`src/rtl/mux2_arb_pkg.sv`:
```
// Shared types and constants for the two-requester round-robin arbiter.
package mux2_arb_pkg;

  typedef enum logic [1:0] {
    IDLE    = 2'b00,
    SERVE_A = 2'b01,
    SERVE_B = 2'b10
  } arb_state_e;

  localparam logic SEL_A = 1'b1;
  localparam logic SEL_B = 1'b0;

endpackage

```
`src/rtl/mux2_data.sv`:
```
// WIDTH-bit 2:1 data mux, y = s ? a : b.
module mux2_data #(
  parameter int WIDTH = 8
) (
  input  logic             s_i,
  input  logic [WIDTH-1:0] a_i,
  input  logic [WIDTH-1:0] b_i,
  output logic [WIDTH-1:0] y_o
);

  assign y_o = s_i ? a_i : b_i;

endmodule

```
`src/rtl/mux2_arbiter.sv`:
```
// Round-robin arbiter sharing one valid/ready sink between requesters A and B.
// Define MUX2_ARB_LOCK_EN to add a_lock/b_lock and a bounded grant-hold counter.
module mux2_arbiter
  import mux2_arb_pkg::*;
#(
  parameter int WIDTH    = 8,
  parameter int LOCK_MAX = 4
) (
  input  logic             clk,
  input  logic             rst_n,
  input  logic             a_req,
  input  logic [WIDTH-1:0] a_data,
  output logic             a_gnt,
  input  logic             b_req,
  input  logic [WIDTH-1:0] b_data,
  output logic             b_gnt,
  output logic             sel,
  output logic             out_valid,
  output logic [WIDTH-1:0] out_data,
  input  logic             out_ready,
`ifdef MUX2_ARB_LOCK_EN
  input  logic             a_lock,
  input  logic             b_lock,
`endif
  output arb_state_e       dbg_state
);

  // Handshake: a beat completes on out_valid & out_ready; the granted producer
  // reads x_gnt & out_ready as acceptance, and must hold data while not ready.

  arb_state_e state_q, state_d;
  logic       last_q, last_d;
  logic       keep_a, keep_b;

`ifdef MUX2_ARB_LOCK_EN
  localparam int CW = $clog2(LOCK_MAX + 1);
  logic [CW-1:0] cnt_q, cnt_d, cnt_inc;

  // A locked holder keeps the grant only while this beat leaves it under LOCK_MAX.
  assign cnt_inc = (int'(cnt_q) >= LOCK_MAX) ? cnt_q : cnt_q + CW'(1);
  assign keep_a  = a_lock && ((int'(cnt_q) + 1) < LOCK_MAX);
  assign keep_b  = b_lock && ((int'(cnt_q) + 1) < LOCK_MAX);
`else
  assign keep_a  = 1'b0;
  assign keep_b  = 1'b0;
`endif

  always_comb begin
    state_d = state_q;
    last_d  = last_q;
    unique case (state_q)
      IDLE: begin
        if (a_req && (!b_req || last_q == SEL_B)) state_d = SERVE_A;
        else if (b_req)                           state_d = SERVE_B;
      end
      SERVE_A: begin
        if (!a_req) begin
          state_d = IDLE;
        end else if (out_ready) begin
          last_d  = SEL_A;
          state_d = (b_req && !keep_a) ? SERVE_B : SERVE_A;
        end
      end
      SERVE_B: begin
        if (!b_req) begin
          state_d = IDLE;
        end else if (out_ready) begin
          last_d  = SEL_B;
          state_d = (a_req && !keep_b) ? SERVE_A : SERVE_B;
        end
      end
      default: state_d = IDLE;
    endcase
  end

`ifdef MUX2_ARB_LOCK_EN
  always_comb begin
    cnt_d = cnt_q;
    if (state_q == IDLE || state_d != state_q) cnt_d = '0;
    else if (out_valid && out_ready)           cnt_d = cnt_inc;
  end
`endif

  always_ff @(posedge clk or negedge rst_n) begin
    if (!rst_n) begin
      state_q <= IDLE;
      last_q  <= SEL_B;
`ifdef MUX2_ARB_LOCK_EN
      cnt_q   <= '0;
`endif
    end else begin
      state_q <= state_d;
      last_q  <= last_d;
`ifdef MUX2_ARB_LOCK_EN
      cnt_q   <= cnt_d;
`endif
    end
  end

  assign a_gnt     = (state_q == SERVE_A);
  assign b_gnt     = (state_q == SERVE_B);
  assign sel       = a_gnt ? SEL_A : SEL_B;
  assign out_valid = (a_gnt & a_req) | (b_gnt & b_req);
  assign dbg_state = state_q;

  mux2_data #(.WIDTH(WIDTH)) u_data (
    .s_i (sel),
    .a_i (a_data),
    .b_i (b_data),
    .y_o (out_data)
  );

endmodule

```
`config.mk`:
```
export PLATFORM = sky130hd
export DESIGN_NAME = mux2_arbiter
export DESIGN_NICKNAME = d
export VERILOG_FILES = /design/src/rtl/mux2_arb_pkg.sv /design/src/rtl/mux2_data.sv /design/src/rtl/mux2_arbiter.sv
export SDC_FILE = /design/constraint.sdc
export NUM_CORES = 1
export LEC_CHECK = 0
export ABC_AREA = 1
export BUFFER_PORTS_ARGS = -buffer_cell sky130_fd_sc_hd__buf_4
export CORE_AREA = 2 2 39 41
export DETAILED_ROUTE_END_ITERATION = 8
export DIE_AREA = 0 0 41 43
export GPL_ROUTABILITY_DRIVEN = 0
export PLACE_DENSITY_LB_ADDON = 0.3
export SYNTH_ARGS = -nofsm -noshare
export SYNTH_HDL_FRONTEND = slang
export SYNTH_SLANG_ARGS = --single-unit
```
`constraint.sdc`:
```
create_clock -name clk -period 1.2 [get_ports clk]
set_clock_uncertainty 0.05 [all_clocks]
set_input_delay 0.24 -clock clk [delete_from_list [all_inputs] [get_ports clk]]
set_output_delay 0.24 -clock clk [all_outputs]
set_load 0.1 [all_outputs]
```
==> results of run 1 <==
## kinds of logic after synthesis
group	after synthesis
simple gates	53
flops	3
buf+inv	9
compound gates	1
## metrics by stage
stage / cell area (um^2) / hold WS [ns] / setup slack, ns / instances
2_1_floorplan: 558 / -0.106 / -0.449 / 66
3_3_place_gp: 847 / -0.0191 / -0.396 / 120
3_5_place_dp: 847 / -0.0157 / -0.420 / 120
4_1_cts: 1160 / 0.213 / -0.458 / 128
5_1_grt: 1150 / 0.231 / -0.497 / 128
6_report: 1150 / 0.219 / -0.456 / 128
## cells in the final DEF (no fill, tap or decap), drive strengths merged
cell         netlist  layout
buf                2      43
clkbuf             0       4
dfrtp              3       3
dlygate4sd3        0       1
inv                7       7
nand2             38      38
nand3             10      10
nor2               5       5
o21ai              1       1
## cell type report
cell class,instances,area (um^2)
Sequential cell,3,82.6
Timing Repair Buffer,44,519
Multi-Input combinational cell,54,473
Clock buffer,4,26.3
Tap cell,16,20.0
Fill cell,69,229
Inverter,7,33.8
## repair_timing
action,4_1_cts,5_1_grt
hold endpoints to repair,3,0
gates resized for setup,64,0
endpoints found under the setup margin,17,17
hold buffers,1,0
pin swaps,3,1
buffers inserted,3,1
## Yosys cell counts (all sizes together)
master / number / share of area
o21ai: 1 / 0.014
nand3: 10 / 0.14
inv: 7 / 0.075
nand2: 38 / 0.41
buf: 2 / 0.053
dfrtp: 3 / 0.21
nor2: 5 / 0.096
## layer usage
metal,vias up,GRT usage
li1,297,-
met1,290,0.235
met2,22,0.378
met3,0,0.0209
met4,0,0.113
met5,-,0
## registers in the layout, summed over array words and instances (netlist names)
register	count
dbg_state	2
last_q	1
## worst max-delay path, delay by kind of cell, from the launching register on
kind,cells,cell delay (ns)
flip-flops,1,0.48
buffers and inverters,2,0.48
AND/OR/NAND/NOR,1,0.17
## worst paths after layout
kind	endpoint	slack (ns)	depth (start not counted)
min in group asynchronous	last_q$_DFFE_PN0P_	0.31	2
min reg2reg	last_q$_DFFE_PN0P_	0.45	2
max	a_gnt	-0.46	3
max reg2reg	dbg_state[0]$_DFFE_PN0P_	-0.25	9
min	last_q$_DFFE_PN0P_	0.22	3
max in group asynchronous	dbg_state[0]$_DFFE_PN0P_	0.67	2
==> results.txt, run 1 <==
----------------------------------------------------
[Worst hold path]
  Worst hold path type ... input pin to register
  Hold path startpoint ... out_ready

[Yosys]
  Synthesized area per cell ... 5.33 um^2
  Proportion of synthesized chip area in sequential cells ... 0.214
  Mapped cell area ... 352 um^2
  Count of mapped cells out of synthesis ... 66
  Share of cell area taken by muxes after synthesis ... 0
  Simple-gate share of the synthesized area ... 0.644
  Synth Area in Compound Gates ... 0.0142
  Share of the synthesized netlist area taken by xor and xnor gates ... 0
  Count of yosys warnings during synthesis ... 0
  Largest family of logic cells by synthesized area ... simple AND/OR/NAND/NOR gates
  Unique cell type count in the Yosys netlist ... 10
  Total nets after synthesis ... 87
  Adder and majority gate portion of the synthesized area ... 0
  Synth Register Bits ... 3

[Clock tree]
  Clock network latency to the later pin of the worst-skew pair ... between 0.2 and 0.25 ns
  Max H-tree Level ... 1
  Clk sinks ... 3
  CTS tree ... yes
  Clock slew at the register clock pins of the worst setup and hold paths ... approximately 0.04 ns
  Number of buffers created by CTS ... 3
  Clk buf depth ... 2
  Cell at the root of the clock tree ... sky130_fd_sc_hd__clkbuf_4

[Detailed routing]
  Top routing layer used ... met3
  Number of DRC violations after detailed routing ... 0
  Routed via count divided by cell count ... 4.76
  DR pass1 iterations ... 4
  Detailed-route wire length ... approximately 1.5 mm
  Violation count after the first detailed-route iteration ... 7
  DR vias ... 609
  Routed WL per cell ... 12.0 um
  Met2 wire len ... about 890 um
  M1 wire length ... 570 um
  Number of nets still failing antenna checks after routing ... 0
  Routed length on met3 ... 76 um

[Cells and area]
  Synthesis-to-finish area growth ... 228%
  Diodes inserted ... 0
  Finished Core Util ... 0.835
  Layout net count ... 134
  Share of layout cells above drive strength 1 ... 0.714

[Worst setup path]
  Crit Reg-Reg Startpoint ... dbg_state[1]$_DFFE_PN0P_
  Setup crit start kind ... register
  Arrival @ worst endpoint ... ~1.4 ns
  Slowest stage delay, CP ... 0.48 ns
  Critical path class ... register to output pin
  Slowest CP cell ... sky130_fd_sc_hd__dfrtp_4
  Worst setup path startpoint ... dbg_state[1]$_DFFE_PN0P_
  Endpoint required time on the critical path ... 0.91 ns
  Element type at the critical path end ... output pin
  Max Fanout on Critical Path ... 7
  Series of cell instances along the critical path ... nor2_4 > buf_12 > buf_4

[Floorplanning]
  Boundary Pins ... 35
  Number of core rows ... 14
  Die H ... 43 um
  Die area ... 0.00176 mm^2
  Die W ... 41 um
  Core outline area ... between 0.001 and 0.0015 mm^2
  Starting Density ... 0.254

[STA]
  Setup repair after global routing missed its margin ... yes
  Fin crit period ... 1.66 ns
  Worst-Margin Slew ... around 0.29 ns
  Setup-failing EPs final ... 17
  Setup TNS ... -5.79 ns
  Fmax achieved ... 0.604 GHz
  Final Max Slew Viols ... 0
  Post-route setup slack ... -0.456 ns
  Worst slew slack as a fraction of its limit ... 0.810
  Final-report hold violation count ... 0
  Share of the cycle needed by the critical path after routing ... 1.38

[Place]
  Number of input and output port buffers inserted ... 34
  Final HPWL DP ... between 1 and 1.5 mm

[Status]
  Outcome ... finished, violations left
  Failing checks ... negative setup slack

[GRT]
  All-Layer GR Usage ... 0.216
  Total congestion overflow ... 0
  Wire length of the first global-routing pass ... 2.63 mm
  Vias in the first global route ... about 660
  Largest net degree at the start of global routing ... 9
  Antenna violations before repair ... 0

[Run]
  Max-capacitance violation count ... 0

----------------------------------------------------
Power of run 1 is left out: the tool's default activity adds up to more than one toggle a clock period on the data nets, which glitch-free logic cannot reach.
==> run 2, diff against run 1 <==
--- a/config.mk
+++ b/config.mk
@@ -11,6 +11,7 @@
 export DETAILED_ROUTE_END_ITERATION = 8
 export DIE_AREA = 0 0 41 43
 export GPL_ROUTABILITY_DRIVEN = 0
+export MAX_ROUTING_LAYER = met4
 export PLACE_DENSITY_LB_ADDON = 0.3
 export SYNTH_ARGS = -nofsm -noshare
 export SYNTH_HDL_FRONTEND = slang
==> results.txt, run 2 (synthesis results as in run 1) <==
----------------------------------------------------
[STA]
  Final-report hold violation count ... 0 (unchanged)
  Setup-failing EPs final ... 17 (unchanged)
  Share of the cycle needed by the critical path after routing ... 1.38 (about the same)
  Final Max Slew Viols ... 0 (unchanged)
  Setup TNS ... -5.79 ns (+0.00110 ns)
  Fin crit period ... 1.66 ns (-0.0000500 ns)
  Worst-Margin Slew ... 0.287 ns (+0.000000834 ns)
  Setup repair after global routing missed its margin ... yes
  Fmax achieved ... 0.604 GHz (about the same)
  Worst slew slack as a fraction of its limit ... 0.810 (about the same)
  Post-route setup slack ... -0.456 ns (+0.0000500 ns)

[Detailed routing]
  Routed WL per cell ... 12.0 um (about the same)
  DR vias ... 610 (+0.16%)
  Met2 wire len ... 892 um (unchanged)
  Routed via count divided by cell count ... 4.77 (+0.16%)
  Detailed-route wire length ... 1.54 mm (about the same)
  Routed length on met3 ... 76 um (unchanged)
  Violation count after the first detailed-route iteration ... 7 (unchanged)
  M1 wire length ... 571 um (+0.18%)
  Number of DRC violations after detailed routing ... 0 (unchanged)
  DR pass1 iterations ... 4 (unchanged)
  Top routing layer used ... met3
  Number of nets still failing antenna checks after routing ... 0 (unchanged)

[Floorplanning]
  Boundary Pins ... 35 (unchanged)
  Starting Density ... 0.254 (unchanged)
  Core outline area ... 0.00138 mm^2 (unchanged)
  Number of core rows ... 14 (unchanged)
  Die area ... 0.00176 mm^2 (unchanged)
  Die H ... 43 um (unchanged)
  Die W ... 41 um (unchanged)

[Run]
  Max-capacitance violation count ... 0 (unchanged)

[GRT]
  Antenna violations before repair ... 0 (unchanged)
  Wire length of the first global-routing pass ... 2.63 mm (unchanged)
  Vias in the first global route ... 660 (-0.30%)
  Total congestion overflow ... 0 (unchanged)
  All-Layer GR Usage ... 0.221 (+0.00533)
  Largest net degree at the start of global routing ... 9 (unchanged)

[Worst hold path]
  Worst hold path type ... input pin to register

[Cells and area]
  Most frequent cells in the layout ... 26 x sky130_fd_sc_hd__buf_4, 14 x sky130_fd_sc_hd__buf_12, 12 x sky130_fd_sc_hd__nand2_1
  Synthesis-to-finish area growth ... 228% (unchanged)
  Fillcell total ... 69 (unchanged)
  Diodes inserted ... 0 (unchanged)
  Sequential cell area ... 82.6 um^2 (unchanged)
  Layout net count ... 134 (unchanged)
  Most common cell after layout, fill and taps aside ... sky130_fd_sc_hd__buf_4
  Multi-input logic area ... 473 um^2 (unchanged)
  Number of flip-flops under the largest register name ... 2 (unchanged)
  Share of layout cells above drive strength 1 ... 0.714 (unchanged)
  Cell area after layout ... 0.00115 mm^2 (unchanged)

[Clock tree]
  Max H-tree Level ... 1 (unchanged)
  Clock network latency to the later pin of the worst-skew pair ... 0.24 ns (about the same)
  Clk sinks ... 3 (unchanged)
  Clk buf depth ... 2 (unchanged)
  CTS tree ... yes
  Cell at the root of the clock tree ... sky130_fd_sc_hd__clkbuf_4
  Clock slew at the register clock pins of the worst setup and hold paths ... 0.04 ns (about the same)
  Number of buffers created by CTS ... 3 (unchanged)

[Status]
  Outcome ... finished, violations left
  Failing checks ... negative setup slack

[Place]
  Number of input and output port buffers inserted ... 34 (unchanged)
  Area after DPL ... 847 um^2 (unchanged)
  Final HPWL DP ... 1.00 mm (unchanged)

[Worst setup path]
  Critical path class ... register to output pin
  Setup crit start kind ... register
  Arrival @ worst endpoint ... 1.37 ns (about the same)
  Endpoint required time on the critical path ... 0.91 ns (about the same)
  Element type at the critical path end ... output pin
  Max Fanout on Critical Path ... 7 (unchanged)

----------------------------------------------------
## run 2: stage by stage
stage | hold slack, ns | setup slack [ns] | util | instances
after floorplan | -0.106 | -0.449 | - | 66
after global placement | -0.0191 | -0.396 | 0.612 | 120
after detailed placement | -0.0157 | -0.420 | 0.612 | 120
after CTS | 0.213 | -0.458 | 0.837 | 128
after global routing | 0.231 | -0.497 | 0.835 | 128
final | 0.219 | -0.456 | 0.835 | 128
## run 2: routing by layer
metal  GRT usage  vias to the layer above
met1       0.235                      291
met4       0.113                        0
li1            -                      297
met2       0.378                       22
met3      0.0209                        0
met5           -                        -
## run 2: layout make-up
cell class	instances	area share
tap	16	0.0173
clock buffer	4	0.0228
multi-input combinational	54	0.410
inverter	7	0.0293
sequential	3	0.0715
timing repair buffer	44	0.450
## run 2: worst max-delay path, cell delays in order, from the launching register on
cell and delay (ns):
sky130_fd_sc_hd__dfrtp_4 0.48, sky130_fd_sc_hd__nor2_4 0.17, sky130_fd_sc_hd__buf_12 0.18, sky130_fd_sc_hd__buf_4 0.30
## run 2: worst paths after layout
kind	startpoint	to	slack, ns	cells after the start
setup / recovery	dbg_state[1]$_DFFE_PN0P_	a_gnt	-0.46	3
hold / removal	out_ready	last_q$_DFFE_PN0P_	0.22	3
max in group asynchronous	rst_n	dbg_state[0]$_DFFE_PN0P_	0.67	2
setup reg to reg	dbg_state[1]$_DFFE_PN0P_	dbg_state[0]$_DFFE_PN0P_	-0.25	9
hold reg to reg	last_q$_DFFE_PN0P_	last_q$_DFFE_PN0P_	0.45	2
min in group asynchronous	rst_n	last_q$_DFFE_PN0P_	0.31	2
## run 2: repair_timing
| item | in CTS | in global routing |
|---|---|---|
| buffers inserted | 3 | 1 |
| hold buffers | 1 | 0 |
| resized for setup | 64 | 0 |
| hold endpoints to repair | 3 | 0 |
| setup endpoints to repair | 17 | 17 |
| pin swaps | 3 | 1 |
Power of run 2 is left out for the same reason.
